--- src/rtl/neuron_accumulator.sv ---
// Neuron pre-activation: bias + sum(x*w) in Q4.12, full-precision accumulate, rescale and saturate.
// Optional build macro NEURON_ACC_ROUND_EN selects round-half-up instead of floor on rescale.
module neuron_accumulator #(
    parameter int N_INPUTS = 8,
    parameter int DATA_W   = 16,
    parameter int FRAC_W   = 12,
    parameter int ACC_W    = 40
) (
    input  logic                     clk,
    input  logic                     rst,
    input  logic                     in_valid,
    output logic                     in_ready,
    input  logic signed [DATA_W-1:0] in_x,
    input  logic signed [DATA_W-1:0] in_w,
    input  logic signed [DATA_W-1:0] in_bias,
    input  logic                     in_last,
    output logic                     out_valid,
    input  logic                     out_ready,
    output logic signed [DATA_W-1:0] out_x
);

    localparam int CNT_W = $clog2(N_INPUTS + 1);

    localparam logic [1:0] IDLE  = 2'd0;
    localparam logic [1:0] ACCUM = 2'd1;
    localparam logic [1:0] HOLD  = 2'd2;

    localparam logic signed [ACC_W-1:0] SAT_MAX = {{(ACC_W-DATA_W+1){1'b0}}, {(DATA_W-1){1'b1}}};
    localparam logic signed [ACC_W-1:0] SAT_MIN = {{(ACC_W-DATA_W+1){1'b1}}, {(DATA_W-1){1'b0}}};
    localparam logic signed [DATA_W-1:0] OUT_MAX = {1'b0, {(DATA_W-1){1'b1}}};
    localparam logic signed [DATA_W-1:0] OUT_MIN = {1'b1, {(DATA_W-1){1'b0}}};
`ifdef NEURON_ACC_ROUND_EN
    localparam logic signed [ACC_W-1:0] HALF = {{(ACC_W-FRAC_W){1'b0}}, 1'b1, {(FRAC_W-1){1'b0}}};
`endif

    logic [1:0]                state;
    logic [CNT_W-1:0]          cnt;
    logic signed [ACC_W-1:0]   acc;
    logic signed [ACC_W-1:0]   acc_nxt;
    logic signed [ACC_W-1:0]   prod_ext;
    logic signed [ACC_W-1:0]   bias_ext;
    logic signed [2*DATA_W-1:0] prod;
    logic                      beat;
    logic                      close;

    // Drop the fractional bits of the Q.24 accumulator back to Q.12.
    function automatic logic signed [ACC_W-1:0] rescale(input logic signed [ACC_W-1:0] a);
`ifdef NEURON_ACC_ROUND_EN
        return (a + HALF) >>> FRAC_W;
`else
        return a >>> FRAC_W;
`endif
    endfunction

    function automatic logic signed [DATA_W-1:0] saturate(input logic signed [ACC_W-1:0] r);
        if (r > SAT_MAX)
            return OUT_MAX;
        else if (r < SAT_MIN)
            return OUT_MIN;
        return r[DATA_W-1:0];
    endfunction

    assign prod     = in_x * in_w;
    assign prod_ext = {{(ACC_W-2*DATA_W){prod[2*DATA_W-1]}}, prod};
    assign bias_ext = {{(ACC_W-DATA_W){in_bias[DATA_W-1]}}, in_bias} <<< FRAC_W;

    assign in_ready = !rst && (state != HOLD);
    assign beat     = in_valid && in_ready;

    // Bias enters the sum only on the opening beat of a vector.
    assign acc_nxt = (state == IDLE) ? (bias_ext + prod_ext) : (acc + prod_ext);
    assign close   = in_last || ((state == IDLE) ? (N_INPUTS == 1)
                                                 : (cnt == CNT_W'(N_INPUTS - 1)));

    always_ff @(posedge clk or posedge rst) begin
        if (rst) begin
            state     <= IDLE;
            cnt       <= '0;
            acc       <= '0;
            out_valid <= 1'b0;
            out_x     <= '0;
        end else begin
            case (state)
                IDLE, ACCUM: begin
                    if (beat) begin
                        acc <= acc_nxt;
                        cnt <= (state == IDLE) ? CNT_W'(1) : cnt + CNT_W'(1);
                        if (close) begin
                            state     <= HOLD;
                            out_valid <= 1'b1;
                            out_x     <= saturate(rescale(acc_nxt));
                        end else begin
                            state <= ACCUM;
                        end
                    end
                end
                HOLD: begin
                    if (out_ready) begin
                        out_valid <= 1'b0;
                        state     <= IDLE;
                    end
                end
                default: state <= IDLE;
            endcase
        end
    end

endmodule

--- config.mk ---
export PLATFORM = sky130hd
export DESIGN_NAME = neuron_accumulator
export DESIGN_NICKNAME = d
export VERILOG_FILES = /design/src/rtl/neuron_accumulator.sv
export SDC_FILE = /design/constraint.sdc
export NUM_CORES = 1
export LEC_CHECK = 0
export CAP_MARGIN = 5
export CORE_MARGIN = 10
export CORE_UTILIZATION = 50
export DETAILED_ROUTE_END_ITERATION = 7
export GPL_ROUTABILITY_DRIVEN = 0
export GPL_TIMING_DRIVEN = 0
export PLACE_DENSITY_LB_ADDON = 0.15
export RECOVER_POWER = 50
export SLEW_MARGIN = 5
export SYNTH_ARGS = -nofsm -noshare
export SYNTH_HDL_FRONTEND = slang
export SYNTH_SLANG_ARGS = --single-unit
export TNS_END_PERCENT = 5
--- constraint.sdc ---
create_clock -name clk -period 4.1 [get_ports clk]
set_clock_uncertainty 0.15 [all_clocks]
set_input_delay 0.41 -clock clk [delete_from_list [all_inputs] [get_ports clk]]
set_output_delay 0.41 -clock clk [all_outputs]
set_load 0.05 [all_outputs]
==> qor.csv, run 1 <==
stage,metric,value,unit
drt,drc_errors,0,
floorplanning,initial_utilization,50.55,%
floorplanning,rows,65,
global_route,grt_pass1_vias,13890,
worst_setup_path,worst-path-max-fanout,8,
yosys,ys.flop_type,dfrtp_1,
yosys,async_reset_ff_share,100.0,%
drt,final_antenna_net_count,0,
timing,rsz0062_at_grt,yes,
timing,clock.fmax,0.1117,GHz
layout,drive_above_1_share,21.26,%
place,portBuffers,70,
timing,final-max-slew-violation-count,65,
layout,area_growth,25.47,%
layout,fin_cells,2439,
floorplanning,io_pins,71,
place,dp.cells,2339,
global_route,antenna_found_initial,1,
layout,regArea,1577,um2
drt,vias,13650,
drt,wire_per_inst,18.71,um
global_route,grt_max_degree,65,
cts,numCtsBuffers,9,
place,place_hpwl,35860,um
worst_setup_path,cpMaxStageDelayCell,fa_1,
floorplanning,core,31470,um2
status,outcome,"complete, but fails checks",
yosys,synth_cell_types,72,
cts,cts_tree,done,
worst_setup_path,critPathMostFrequentCell,fa_1,
layout,final_nets,2492,
hold_path,min-delay-path-class,flop to flop,
worst_setup_path,crit_family,adder cells,
worst_setup_path,worstPathArrival,9.09,ns
cts,worstSkewPairLatency,0.34,ns
timing,post-route-period-util,218.3,%
worst_setup_path,startpoint_type,input pin,
timing,worstMarginPinSlew,2.667,ns
drt,vias_per_cell,5.595,
layout,fillers,2661,
global_route,grt_usage,23.39,%
worst_setup_path,max_stage_delay,0.54,ns
floorplanning,die_w,198.4,um
worst_setup_path,cp_num_buf_inv,8,
global_route,grt_pass1_wl,72350,um
floorplanning,die_h,198.4,um
worst_setup_path,required,4.23,ns
layout,antennaDiodeCount,0,
yosys,synth_edf_count,0,
cts,cts_sinks,63,
layout,multi_input_area,14110,um2
yosys,synthCells,1867,
global_route,gr-total-overflow,0,
yosys,synth_seq_area_share,9.908,%
cts,cts_root_buffer,clkbuf_16,
drt,routed_wl,45640,um
timing,finalHoldViolations,0,
yosys,synthesis.nets,2327,
yosys,synth_seq_cells,63,
timing,setup_violations,61,
yosys,synth.avg_cell_area,8.523,um2
yosys,synthesis.area,15910,um2
timing,timing.final.ws_setup,-4.851,ns
cts,cts.clk_slew.worst_paths,0.06,ns
drt,first_pass_iters,5,
cts,ctsLongestPathBuffers,2,
flow_run,maxCapViolations,1,
drt,drt_iter0_markers,916,
status,violations,"max-capacitance violations, max-slew violations, negative setup slack",
floorplanning,die-area,39360,um2
cts,htree_levels,3,
worst_setup_path,critPathKind,input pin to flop,
worst_setup_path,end_kind,flop,
yosys,ys_warn_count,0,
timing,fin_crit,8.951,ns
timing,max_slew_margin,-77.97,%
==> synth_stat cells (10+ instances only) <==
library cell  count  area share, %
xor2_1           21            1.2
nand2b_1         18           0.71
nor2_1           84            2.0
a21oi_1          93            2.9
nor3_1           22           0.69
o22a_1           21            1.2
nand2_1         237            5.6
and2_1          131            5.2
a21o_1           20           0.94
a211oi_1         11           0.52
xnor2_1          57            3.1
fa_1            264             33
o21bai_1         14           0.66
dfrtp_1          63            9.9
inv_1           341            8.0
a31oi_1          13           0.51
clkbuf_1         54            1.3
nand3_1          23           0.72
nor3_2           10           0.63
o21ai_0          85            2.7
nor2b_1          10           0.39
ha_1            143             11
==> cell usage in the layout (no fill, tap or decap), drive strengths merged, types with 3 or more instances in the layout <==
cell,instances
a21o,22
inv,340
clkdlybuf4s50,38
o21bai,14
nand2,237
a221oi,4
buf,126
a21boi,4
nor3,32
o211ai,9
nor2b,10
nand3,23
o21ai,86
mux2i,7
o22a,21
and3,6
o31ai,8
dfrtp,63
nand4,8
or3,5
a2111oi,3
nor2,84
xor2,21
o21a,7
and2,131
bufinv,3
a211oi,12
clkbuf,64
o22ai,8
nand2b,18
ha,143
a31oi,13
xnor2,57
a21oi,94
o31a,5
fa,264
or2,9
a211o,3
==> routing by layer <==
layer  share of wire (%)  global-route usage, %
met5               0.020                      0
met4                 3.0                  7.147
met3                 6.1                  4.799
met2                  50                  39.39
met1                  41                  29.56
==> stage by stage <==
step	utilization, %	hold WS [ns]	area (um2)	setup TNS (ns)	setup WS (ns)
4_1_cts	60.90	0.3247	19170	-181.86	-4.952
3_5_place_dp	54.93	0.3118	17290	-274.22	-7.053
6_report	63.43	0.3203	19960	-184.34	-4.851
5_1_grt	63.43	0.3682	19960	-206.27	-5.081
2_1_floorplan	-	0.2944	16080	-173.30	-4.708
3_3_place_gp	54.92	0.3102	17290	-274.48	-6.882
==> final cells by class <==
type                            count  share of cell area (%)
Buffer                             60                   3.541
Clock buffer                       11                   1.266
Clock inverter                      5                  0.5202
Inverter                          341                   6.443
Multi-Input combinational cell   1399                   70.69
Sequential cell                    63                   7.897
Tap cell                          402                   2.519
Timing Repair Buffer              158                   7.126
==> path summary, 6_finish.rpt <==
check,start,end,slack (ns),cells past startpoint
worst max-delay path,in_w[4],out_x[14],-4.85,36
max in group asynchronous,rst,acc[10],0.93,2
worst max register to register,acc[0],out_x[5],-0.06,14
min in group asynchronous,rst,acc[34],1.34,2
worst min register to register,out_valid,out_valid,0.32,2
worst min-delay path,out_valid,out_valid,0.32,2
==> state kept, by name, indices dropped and copies added, names as in the netlist <==
register and cells:
cnt 4, out_x 16, state 2, out_valid 1
acc 40
==> kinds of logic after synthesis <==
logic type                 after synthesis  synth area share, %
and+or+nand+nor                        573                17.57
adders and majority gates              407                44.46
buffers and inverters                  405                9.648
AOI/OAI and AO/OA                      332                13.54
xor gates and xnor gates                78                4.293
DFF                                     63                9.908
muxes                                    9               0.5819
==> repair_timing <==
item | 4_1_cts | 5_1_grt
pin swaps | 89 | 63
endpoints found under the setup margin | 52 | 51
hold buffers | 0 | 0
setup buffers | 59 | 25
gates cloned | 4 | 0
gates resized for setup | 428 | 136
==> worst reg2reg max path, delay by kind of cell (launching register included) <==
family | cells | cell delay, ns
flops | 1 | 0.38
buf+inv | 1 | 0.21
compound gates | 7 | 1.80
mux | 1 | 0.33
simple gates | 3 | 0.51
fa+ha+maj | 2 | 0.65
Power of run 1 is not shown: default switching activity piles up to over one toggle a cycle in this logic, so the estimate is an artifact.
==> inputs of run 2 (changes only) <==
Clock period 4.1 ns to 8 ns, I/O delays scaled along.
==> qor.csv, run 2 (synthesis results as in run 1) <==
stage,metric,value,unit
worst_setup_path,cpMaxStageDelayCell,fa_1,
layout,largest_reg_flops,40,
cts,hold_buffers,0,
worst_setup_path,max_stage_delay,0.56,ns
place,place_hpwl,35920,um
cts,cts_sinks,63,
hold_path,min-delay-path-class,flop to flop,
layout,reg_top3,"acc: 40 flops, out_x: 16 flops, cnt: 4 flops",
timing,setup_violations,30,
drt,vias_per_cell,5.641,
floorplanning,die_h,198.4,um
layout,fin_area,20170,um2
place,place_area,17290,um2
floorplanning,io_pins,71,
timing,post-route-period-util,115.8,%
global_route,grt_pass1_wl,72710,um
hold_path,worstHoldStart,out_valid,
drt,drc_errors,0,
worst_setup_path,required,8.07,ns
timing,finalHoldViolations,0,
status,outcome,"complete, but fails checks",
worst_setup_path,worst-path-max-fanout,8,
global_route,antenna_found_initial,1,
worst_setup_path,r2r_end,out_x[3],
cts,numCtsBuffers,9,
drt,final_antenna_net_count,0,
layout,area_growth,26.77,%
cts,cts_root_buffer,clkbuf_16,
floorplanning,die_w,198.4,um
layout,final_common_cell,inv_1,
hold_path,hold_path_depth,2,
worst_setup_path,end_kind,flop,
worst_setup_path,startpoint_type,input pin,
drt,drt_iter0_markers,1074,
layout,top_register,acc,
global_route,grt_max_degree,65,
worst_setup_path,worstPathArrival,9.33,ns
drt,first_pass_iters,6,
worst_setup_path,worstRegToRegCells,15,
global_route,grt_pass1_vias,14040,
layout,antennaDiodeCount,0,
layout,drive_above_1_share,21.88,%
timing,clock.fmax,0.1080,GHz
global_route,gr-total-overflow,0,
cts,cts.clk_slew.worst_paths,0.05,ns
timing,fin_crit,9.262,ns
cts,htree_levels,3,
floorplanning,rows,65,
floorplanning,initial_utilization,50.55,%
cts,worstSkewPairLatency,0.34,ns
hold_path,hold_end,out_valid,
drt,routed_wl,46420,um
timing,final-max-slew-violation-count,65,
status,violations,"max-capacitance violations, max-slew violations, negative setup slack",
floorplanning,core,31470,um2
cts,cts_tree,done,
worst_setup_path,critPathMostFrequentCell,inv_2,
place,portBuffers,70,
floorplanning,die-area,39360,um2
global_route,grt_usage,23.33,%
worst_setup_path,critPathKind,input pin to flop,
drt,vias,13950,
worst_setup_path,rrSetupSlack,3.80,ns
layout,layout_common_cells,"inv_1, fa_1, nand2_1",
flow_run,maxCapViolations,1,
cts,ctsLongestPathBuffers,2,
layout,final_nets,2526,
timing,worstMarginPinSlew,2.930,ns
drt,wire_per_inst,18.78,um
timing,timing.final.ws_setup,-1.262,ns
timing,max_slew_margin,-96.38,%
worst_setup_path,r2r-start,acc[0],
timing,rsz0062_at_grt,yes,
-- run 2: worst max path at each step --
| stage | startpoint | endpoint | slack, ns | cells past startpoint |
|---|---|---|---|---|
| 6_report | in_w[6] | out_x[0] | -1.26 | 38 |
| 5_1_grt | in_x[15] | out_x[0] | -1.58 | 38 |
| 4_1_cts | in_w[6] | out_x[0] | -1.45 | 39 |
| 3_5_place_dp | in_x[4] | out_x[14] | -3.52 | 38 |
| 3_3_place_gp | in_x[4] | out_x[14] | -3.40 | 38 |
| 2_1_floorplan | in_w[4] | out_x[11] | -1.20 | 38 |
-- run 2: worst max-delay path: cells and delay by family --
kind / cells / cell delay (ns)
xor+xnor: 1 / 0.18
buf+inv: 9 / 0.87
fa+ha+maj: 8 / 3.36
simple gates: 4 / 0.38
mux: 1 / 0.32
compound gates: 15 / 3.40
-- run 2: per-stage QoR --
stage          setup slack (ns)  cells  util (%)  hold slack [ns]  setup TNS (ns)
4_1_cts                  -1.452   2406     59.84           0.3318          -28.88
6_report                 -1.262   2472     64.09           0.3304          -23.63
3_5_place_dp             -3.519   2339     54.93           0.3151          -99.91
3_3_place_gp             -3.399   2339     54.92           0.3108          -95.17
2_1_floorplan            -1.198   1867         -           0.2944          -20.74
5_1_grt                  -1.576   2472     64.09           0.3667          -34.10
-- run 2: timing repair --
item | 4_1_cts | 5_1_grt
endpoints found under the setup margin | 43 | 40
pin swaps | 88 | 131
buffers inserted | 51 | 67
gates resized for setup | 373 | 215
gates cloned | 4 | 0
-- run 2: final cells by class --
type,instances,area (um2)
multi-input cells,1399,14050
fillers,2643,11300
flip-flops and latches,63,1577
clock buffers,12,266.5
well taps,402,503.0
plain buffers,60,691.9
clock inverters,3,17.52
repair buffers,192,1777
inverters,341,1290
-- run 2: routing by layer --
layer	routed length [um]	GRT usage (%)	up-vias
met3	2640	4.055	117
li1	-	-	6374
met1	19050	29.90	7000
met2	23330	39.52	452
met5	9	0	-
met4	1394	6.748	2
Power of run 2 is left out for the same reason.
